**src/rtl/instr_feed_pkg.sv**
```systemverilog
// Shared types and constants for the instruction feed responder.
package instr_feed_pkg;

    localparam logic [31:0] NOP_INSTR    = 32'h00000013;
    localparam int          INSTR_ADDR_W = 32;

    typedef struct packed {
        logic [31:0]             rdata;
        logic [INSTR_ADDR_W-1:0] addr;
    } instr_rsp_t;

    typedef enum logic {
        IDLE = 1'b0,
        RESP = 1'b1
    } feed_state_e;

endpackage

```
**src/rtl/instr_feed_fifo.sv**
```systemverilog
// Synchronous FIFO holding queued instruction words; push/pop are pre-qualified by the caller.
module instr_feed_fifo #(
    parameter int DEPTH = 8,
    parameter int W     = 32
) (
    input  logic                       clk_i,
    input  logic                       rst_ni,
    input  logic                       push_i,
    input  logic [W-1:0]               data_i,
    input  logic                       pop_i,
    input  logic                       flush_i,
    output logic [W-1:0]               head_o,
    output logic                       full_o,
    output logic                       empty_o,
    output logic [$clog2(DEPTH+1)-1:0] level_o
);

    localparam int AW = $clog2(DEPTH);
    localparam int LW = $clog2(DEPTH+1);

    logic [W-1:0]  mem_q [DEPTH];
    logic [AW-1:0] wr_ptr_q, wr_ptr_d;
    logic [AW-1:0] rd_ptr_q, rd_ptr_d;
    logic [LW-1:0] count_q, count_d;

    always_comb begin
        wr_ptr_d = wr_ptr_q;
        rd_ptr_d = rd_ptr_q;
        count_d  = count_q;
        if (flush_i) begin
            wr_ptr_d = '0;
            rd_ptr_d = '0;
            count_d  = '0;
        end else begin
            if (push_i) wr_ptr_d = wr_ptr_q + 1'b1;
            if (pop_i)  rd_ptr_d = rd_ptr_q + 1'b1;
            case ({push_i, pop_i})
                2'b10:   count_d = count_q + 1'b1;
                2'b01:   count_d = count_q - 1'b1;
                default: count_d = count_q;
            endcase
        end
    end

    always_ff @(posedge clk_i or negedge rst_ni) begin
        if (!rst_ni) begin
            wr_ptr_q <= '0;
            rd_ptr_q <= '0;
            count_q  <= '0;
        end else begin
            wr_ptr_q <= wr_ptr_d;
            rd_ptr_q <= rd_ptr_d;
            count_q  <= count_d;
        end
    end

    always_ff @(posedge clk_i) begin
        if (push_i) mem_q[wr_ptr_q] <= data_i;
    end

    assign head_o  = mem_q[rd_ptr_q];
    assign full_o  = (count_q == LW'(DEPTH));
    assign empty_o = (count_q == '0);
    assign level_o = count_q;

endmodule

```
**src/rtl/instr_feed_slave.sv**
```systemverilog
// Instruction-side responder for riscv_core: FIFO-fed grant/rvalid channel.
// Optional INSTR_FEED_NOP_FILL_EN: grant from an empty FIFO and answer with NOP_INSTR.
module instr_feed_slave
    import instr_feed_pkg::*;
#(
    parameter int DEPTH  = 8,
    parameter int ADDR_W = 32
) (
    input  logic                       clk_i,
    input  logic                       rst_ni,
    input  logic                       push_valid_i,
    input  logic [31:0]                push_instr_i,
    output logic                       push_ready_o,
    input  logic                       flush_i,
    input  logic                       instr_req_i,
    input  logic [ADDR_W-1:0]          instr_addr_i,
    output logic                       instr_gnt_o,
    output logic                       instr_rvalid_o,
    output logic [31:0]                instr_rdata_o,
    output logic [ADDR_W-1:0]          rsp_addr_o,
    output logic [$clog2(DEPTH+1)-1:0] level_o,
    output logic [31:0]                served_cnt_o,
    output feed_state_e                state_o
);

    localparam int LW = $clog2(DEPTH+1);

    logic          fifo_full, fifo_empty;
    logic          push_en, pop_en;
    logic [31:0]   head_word, rsp_word;
    logic [LW-1:0] fifo_level;

    feed_state_e state_q, state_d;
    instr_rsp_t  rsp_q, rsp_d;
    logic [31:0] served_q, served_d;

    // Handshakes: a push transfers when push_valid_i & push_ready_o are high on an
    // edge (flush cancels it); a fetch is accepted when instr_req_i & instr_gnt_o are
    // high on an edge, and its data appears with instr_rvalid_o exactly one cycle later.
    assign push_ready_o = !fifo_full;
    assign push_en      = push_valid_i & !fifo_full & !flush_i;

`ifdef INSTR_FEED_NOP_FILL_EN
    assign instr_gnt_o = instr_req_i & !flush_i & rst_ni;
    assign pop_en      = instr_gnt_o & !fifo_empty;
    assign rsp_word    = fifo_empty ? NOP_INSTR : head_word;
`else
    assign instr_gnt_o = instr_req_i & !fifo_empty & !flush_i & rst_ni;
    assign pop_en      = instr_gnt_o;
    assign rsp_word    = head_word;
`endif

    instr_feed_fifo #(
        .DEPTH (DEPTH),
        .W     (32)
    ) u_fifo (
        .clk_i   (clk_i),
        .rst_ni  (rst_ni),
        .push_i  (push_en),
        .data_i  (push_instr_i),
        .pop_i   (pop_en),
        .flush_i (flush_i),
        .head_o  (head_word),
        .full_o  (fifo_full),
        .empty_o (fifo_empty),
        .level_o (fifo_level)
    );

    always_comb begin
        state_d  = instr_gnt_o ? RESP : IDLE;
        rsp_d    = rsp_q;
        served_d = served_q + {31'b0, (state_q == RESP)};
        if (instr_gnt_o) begin
            rsp_d.rdata = rsp_word;
            rsp_d.addr  = INSTR_ADDR_W'(instr_addr_i);
        end
    end

    always_ff @(posedge clk_i or negedge rst_ni) begin
        if (!rst_ni) begin
            state_q  <= IDLE;
            rsp_q    <= '0;
            served_q <= '0;
        end else begin
            state_q  <= state_d;
            rsp_q    <= rsp_d;
            served_q <= served_d;
        end
    end

    assign instr_rvalid_o = (state_q == RESP);
    assign instr_rdata_o  = rsp_q.rdata;
    assign rsp_addr_o     = rsp_q.addr[ADDR_W-1:0];
    assign level_o        = fifo_level;
    assign served_cnt_o   = served_q;
    assign state_o        = state_q;

endmodule

```
**config.mk**
```make
export PLATFORM = sky130hd
export DESIGN_NAME = instr_feed_slave
export DESIGN_NICKNAME = d
export VERILOG_FILES = /design/src/rtl/instr_feed_pkg.sv /design/src/rtl/instr_feed_fifo.sv /design/src/rtl/instr_feed_slave.sv
export SDC_FILE = /design/constraint.sdc
export NUM_CORES = 1
export LEC_CHECK = 0
export CORE_UTILIZATION = 60
export DETAILED_ROUTE_END_ITERATION = 10
export PLACE_DENSITY = 0.85
export REMOVE_ABC_BUFFERS = 1
export SYNTH_ARGS = -nofsm -noshare
export SYNTH_HDL_FRONTEND = slang
export SYNTH_SLANG_ARGS = --single-unit
```
**constraint.sdc**
```tcl
create_clock -name clk_i -period 10.14 [get_ports clk_i]
set_clock_uncertainty 0.15 [all_clocks]
set_input_delay 2.028 -clock clk_i [delete_from_list [all_inputs] [get_ports clk_i]]
set_output_delay 2.028 -clock clk_i [all_outputs]
set_load 0.05 [all_outputs]
```
# --- Yosys cells after proc, flatten, opt, wreduce, memory -nomap -nowiden ---
# Memory sizes are Yosys's and may differ from the RTL's. A register that Yosys moved wholly into a read port is not among the register bits.
# Cells that the tools add are included.
totals:
  reg_bits: 75
  mem_bits_rw: 256
  n_memories: 1
classes:
  add_sub_neg: 5
  n_eq_ne: 3
  n_mux: 9
  bitwise: 5
  reduce_logical: 8
memory_table:
  columns: ["name", "words", "word_bits", "rd", "rd_clocked_by_memory_dff", "write_ports", "line", "source"]
  rows:
  - ["u_fifo.mem_q", 8, 32, 1, 1, 1, "instr_feed_fifo.sv:21", "logic [W-1:0] mem_q [DEPTH];"]
ops:
  columns: ["op", "n"]
  rows:
  - ["$add A32 B1 Y32", 1]
  - ["$mux W3", 4]
  - ["$pmux W4 S2", 1]
  - ["$add A3 B1 Y3 const B", 2]
  - ["$and A1 B1 Y1", 5]
  - ["$add A4 B1 Y4 const B", 1]
  - ["$eq A4 B4 Y1 const B", 1]
  - ["$logic_not A1 Y1", 4]
  - ["$logic_not A4 Y1", 1]
  - ["$mux W4", 1]
  - ["$reduce_bool A2 Y1", 2]
  - ["$sub A4 B1 Y4 const B", 1]
  - ["$mux W1", 3]
  - ["$reduce_bool A3 Y1", 1]
  - ["$eq A2 B1 Y1 const B", 1]
  - ["$eq A2 B2 Y1 const B", 1]

# --- Longest topological paths before layout ---
logic_depth:
  word_depth: 8
  mapped_depth: 9
  depth_no_buf: 9

# --- By module ---
# Synthesis repeated with hierarchy kept, for this count alone.
hier_totals:
  cells_unflattened: 719
  area_unflattened_um2: 14273.7
by_module_without_submodules:
  columns: ["module", "instances", "cells_each", "area_each_um2", "seq_area_each_um2"]
  rows:
  - ["instr_feed_fifo", 1, 447, 10363.7, 7937.6]
  - ["instr_feed_slave", 1, 272, 3910.0, 2427.3]

# --- Worst setup path before layout ---
# No wires, ideal clock.
synth_path:
  path_type: "input to register"
  from: "input port flush_i"
  to: "memory u_fifo.mem_q[0][0] (enable)"
  arrival_time_ns: 5.670
  required_ns: 9.477
  path_slack_ns: 3.808
  cell_stages: 3
  n_path_buf: 1
  path_cell_list: "buf_4 -> nor2_1 -> nor4b_1"
synth_via:
  elab_chain_cells: 4
synth_rtl:
  columns: ["element", "line", "source"]
  rows:
  - ["from (decl)", "instr_feed_slave.sv:14", "input logic flush_i,"]
  - ["$logic_not A1 Y1", "instr_feed_slave.sv:41", "assign push_en = push_valid_i & !fifo_full & !flush_i;"]
  - ["$and A1 B1 Y1", "instr_feed_slave.sv:41", null]
  - ["$mux W1", "instr_feed_fifo.sv:58", "if (push_i) mem_q[wr_ptr_q] <= data_i;"]
  - ["$mux W1 (implied by the code)", "instr_feed_fifo.sv:58", null]
  - ["to (decl)", "instr_feed_fifo.sv:21", null]
# No other way between the ends.

# --- Worst setup path in the final report ---
layout_path:
  from: "input port flush_i"
  to: "output port instr_gnt_o"
layout_via:
  elab_chain_cells: 3
layout_rtl:
  columns: ["element", "line", "source"]
  rows:
  - ["$logic_not A1 Y1", "instr_feed_slave.sv:48", "assign instr_gnt_o = instr_req_i & !fifo_empty & !flush_i & rst_ni;"]
  - ["$and A1 B1 Y1 (2 in a row)", "instr_feed_slave.sv:48", null]
  - ["to (decl)", "instr_feed_slave.sv:17", "output logic instr_gnt_o,"]
# No other way between the ends.

==> results.txt <==
- Final Max Slew Viols: 0
- Routability-driven placement finished with a final weighted congestion of 0.819.
- Detailed placement HPWL: 16,400 µm
* Arr. time, crit path: 3.89 ns
* Outcome: completed
- In this run the power density over the cells is 241 mW/mm².
- CTS Buf Count: 36
* CTS H-Tree Depth: 2
- For this block, the routed nets add up to 28,900 µm of wire.
- Highest achievable clock rate: 165 MHz
- DIE WIDTH: 155 µm
- The initial antenna violation count came to 1.
- Global Route Usage Sum: 0.253
* Tightest Pin Transition: 1.11 ns
* Clock sink count: 363
* Post-route worst hold slack: 0.354 ns
- The worst-case IR drop observed on VDD is 0.000211 V.
- Critical path's most frequent cell: sky130_fd_sc_hd__clkdlybuf4s50_1
- Most common library cell in the layout ignoring fill and taps: sky130_fd_sc_hd__edfxtp_1
* Global-route wire length before repair: 44,900 µm
- Maximum number of pins on one net before global-route repair: 71
* Post-detailed-route count of antenna-violating nets: 0
* Count of flip-flops with a built-in enable after synthesis: 256
- Summing all non-filler instances in the final layout gives an area of 0.0173 mm².
- Compared with the post-synthesis result, the final layout area differs by 23.7%.
- Area enclosed by the die boundary: 0.0239 mm²
* Critical path class: primary input to output port
- Die span in y: 155 µm
- Gates resized, CTS repair: 0
- Warning count from the yosys run: 0
* Crit. End Element: output port
- Ordered list of cells on the worst path: clkdlybuf4s50_1, nor3_4, clkdlybuf4s50_1
- Reported max-cap violation count: 0
- CP max-delay cell: sky130_fd_sc_hd__clkdlybuf4s50_1
* Number of global-route vias before repair: 7,797
- RSZ-0062 raised after global routing: false
- After clock tree synthesis, the clock-pin slew on the worst setup and hold paths is 0.06 ns.
- Synthesized instance count: 733
- Leading register cell type out of synthesis: sky130_fd_sc_hd__edfxtp_1
* Kind of start point of the critical path: primary input
* Cell area after placement: 0.0161 mm²
- After synthesis, the share of flip-flops with an asynchronous set or reset is 0.295.
- In the routed design, unresolved DRC markers number 0.
- Of the available clock period, the critical path in the final layout requires 0.598.
- On the worst path, the slowest cell contributes a delay of 0.87 ns.
* Starting density of the core: 0.614
- Total standard cell area after synthesis: 0.0140 mm²
- Synthesis instantiated 46 different standard cells from the library.
* Static Leakage: 6.04 nW
- Avg WL per Cell: 22.8 µm
- The worst hold path belongs to the class flop to flop.
- Post-layout nets: 1,003
- Of the cells placed in the final design, the portion with a size suffix greater than 1 is 0.204.
- The floorplan has 55 rows.
- Total via count in the routed design: 7,455
- Headroom to the max-slew limit came out at 0.253.
- The count of buffers added on input and output ports is 172.
- Number of primary I/O pins: 173
- Number of buffers on the longest clock path: 3
- Post CTS Setup Buffer Count: 0
* Number of hold buffers added after cts: 0
* TritonCTS clock tree: built
- Setup slack at placement: 4.08 ns
- TritonRoute pass-1 iters: 5
* Synthesis-stage register bit count: 363
* Total core area: 0.0228 mm²
* Hold Fails Final Rpt: 0
- CTS root buf: sky130_fd_sc_hd__clkbuf_16
- After synthesis, the mean cell area works out to 19.1 µm².
* Commonest non-fill, non-tap cells in the layout: sky130_fd_sc_hd__edfxtp_1 (256), sky130_fd_sc_hd__clkdlybuf4s50_1 (171), sky130_fd_sc_hd__dfrtp_1 (104)
- Accumulated negative setup slack: 0 ns
- For the worst setup path, the data required time is 7.96 ns.
- Final worst slack: 4.08 ns
- The clock period could shrink to 6.06 ns.
* Sequential element share of the synthesized area: 0.741
- Worst-Skew Late Latency: 0.51 ns
* DRC violation total after the first TritonRoute iteration: 417
- The design draws 4.18 mW.
- Total global routing overflow: 0
* Setup violators final: 0
* Largest fanout on the critical path: 14
* Average vias per placed instance: 5.88
==> per-layer routing <==
metal | up-vias | GRT usage | part of all wire
met2 | 318 | 0.446 | 0.52
met5 | - | 0 | 0
li1 | 3252 | - | -
met4 | 0 | 0.0759 | 0.022
met3 | 56 | 0.0535 | 0.070
met1 | 3829 | 0.318 | 0.39
==> cell usage after synthesis, types with 2 or more instances <==
master | instances | area (µm²)
sky130_fd_sc_hd__a21oi_1 | 35 | 175
sky130_fd_sc_hd__a22o_1 | 2 | 17.5
sky130_fd_sc_hd__and2_1 | 2 | 12.5
sky130_fd_sc_hd__and4_1 | 2 | 17.5
sky130_fd_sc_hd__buf_1 | 5 | 18.8
sky130_fd_sc_hd__buf_2 | 13 | 65.1
sky130_fd_sc_hd__buf_4 | 2 | 15.0
sky130_fd_sc_hd__clkbuf_1 | 12 | 45.0
sky130_fd_sc_hd__dfrtp_1 | 107 | 2680
sky130_fd_sc_hd__edfxtp_1 | 256 | 7690
sky130_fd_sc_hd__ha_1 | 6 | 75.1
sky130_fd_sc_hd__inv_1 | 2 | 7.51
sky130_fd_sc_hd__mux2_2 | 35 | 394
sky130_fd_sc_hd__mux2i_1 | 32 | 320
sky130_fd_sc_hd__mux4_2 | 64 | 1440
sky130_fd_sc_hd__nand2_1 | 19 | 71.3
sky130_fd_sc_hd__nand3_1 | 17 | 85.1
sky130_fd_sc_hd__nand4_1 | 5 | 31.3
sky130_fd_sc_hd__nand4_4 | 2 | 42.5
sky130_fd_sc_hd__nor2_1 | 51 | 191
sky130_fd_sc_hd__nor3_1 | 6 | 30.0
sky130_fd_sc_hd__nor4_4 | 2 | 42.5
sky130_fd_sc_hd__xnor2_1 | 18 | 158
sky130_fd_sc_hd__xor2_1 | 16 | 140
==> stage by stage <==
| step | utilization | instances |
|---|---|---|
| finish | 0.760 | 1267 |
| global route | 0.760 | 1266 |
| CTS | 0.760 | 1266 |
| detailed placement | 0.708 | 1202 |
| global placement | 0.708 | 1202 |
| floorplan | - | 700 |
==> path summary, 6_finish.rpt <==
| check | start | to | slack [ns] | cells past startpoint |
|---|---|---|---|---|
| setup / recovery | flush_i | instr_gnt_o | 4.08 | 3 |
| hold / removal | served_cnt_o[0] | served_cnt_o[0] | 0.35 | 1 |
| setup reg to reg | u_fifo.level_o[0] | u_fifo.level_o[3] | 7.22 | 10 |
| hold reg to reg | served_cnt_o[0] | served_cnt_o[0] | 0.35 | 1 |
| max in group asynchronous | rst_ni | instr_rdata_o[29] | 7.14 | 2 |
| min in group asynchronous | rst_ni | served_cnt_o[7] | 1.35 | 1 |
==> critical path, delay by kind of cell <==
kind                   cells  cell delay (ns)
buffers and inverters      2             1.55
AND/OR/NAND/NOR            1             0.29
==> layout make-up <==
type                       instances  area (µm²)
antenna                            1        2.50
sequential                       363       10400
fill                            1246        5480
inverter                           2        7.51
clock buffer                      44         972
tap                              313         392
multi-input combinational        335        3510
clock inverter                    20         200
timing repair buffer             189        1850
==> registers in the layout (all words and copies together), names as in the netlist <==
name             flops
u_fifo.mem_q       256
instr_rdata_o       32
rsp_addr_o          32
served_cnt_o        32
u_fifo.level_o       4
u_fifo.rd_ptr_q      3
u_fifo.wr_ptr_q      3
instr_rvalid_o       1
==> report_power, final <==
part | leakage (nW) | switching (mW) | internal [mW] | total, mW
logic | 1.83 | 0.662 | 0.362 | 1.02
clock network | 0.566 | 0.530 | 0.783 | 1.31
registers | 3.65 | 0.0995 | 1.74 | 1.84
==> cells by family after synthesis <==
group                    synth area share
AO/OA/AOI/OAI                      0.0164
flip-flops                          0.741
buffers and inverters              0.0116
multiplexers                        0.154
adder cells (fa/ha/maj)           0.00680
XOR/XNOR                           0.0225
AND/OR/NAND/NOR                    0.0477
(Power assumes the default switching activity.)
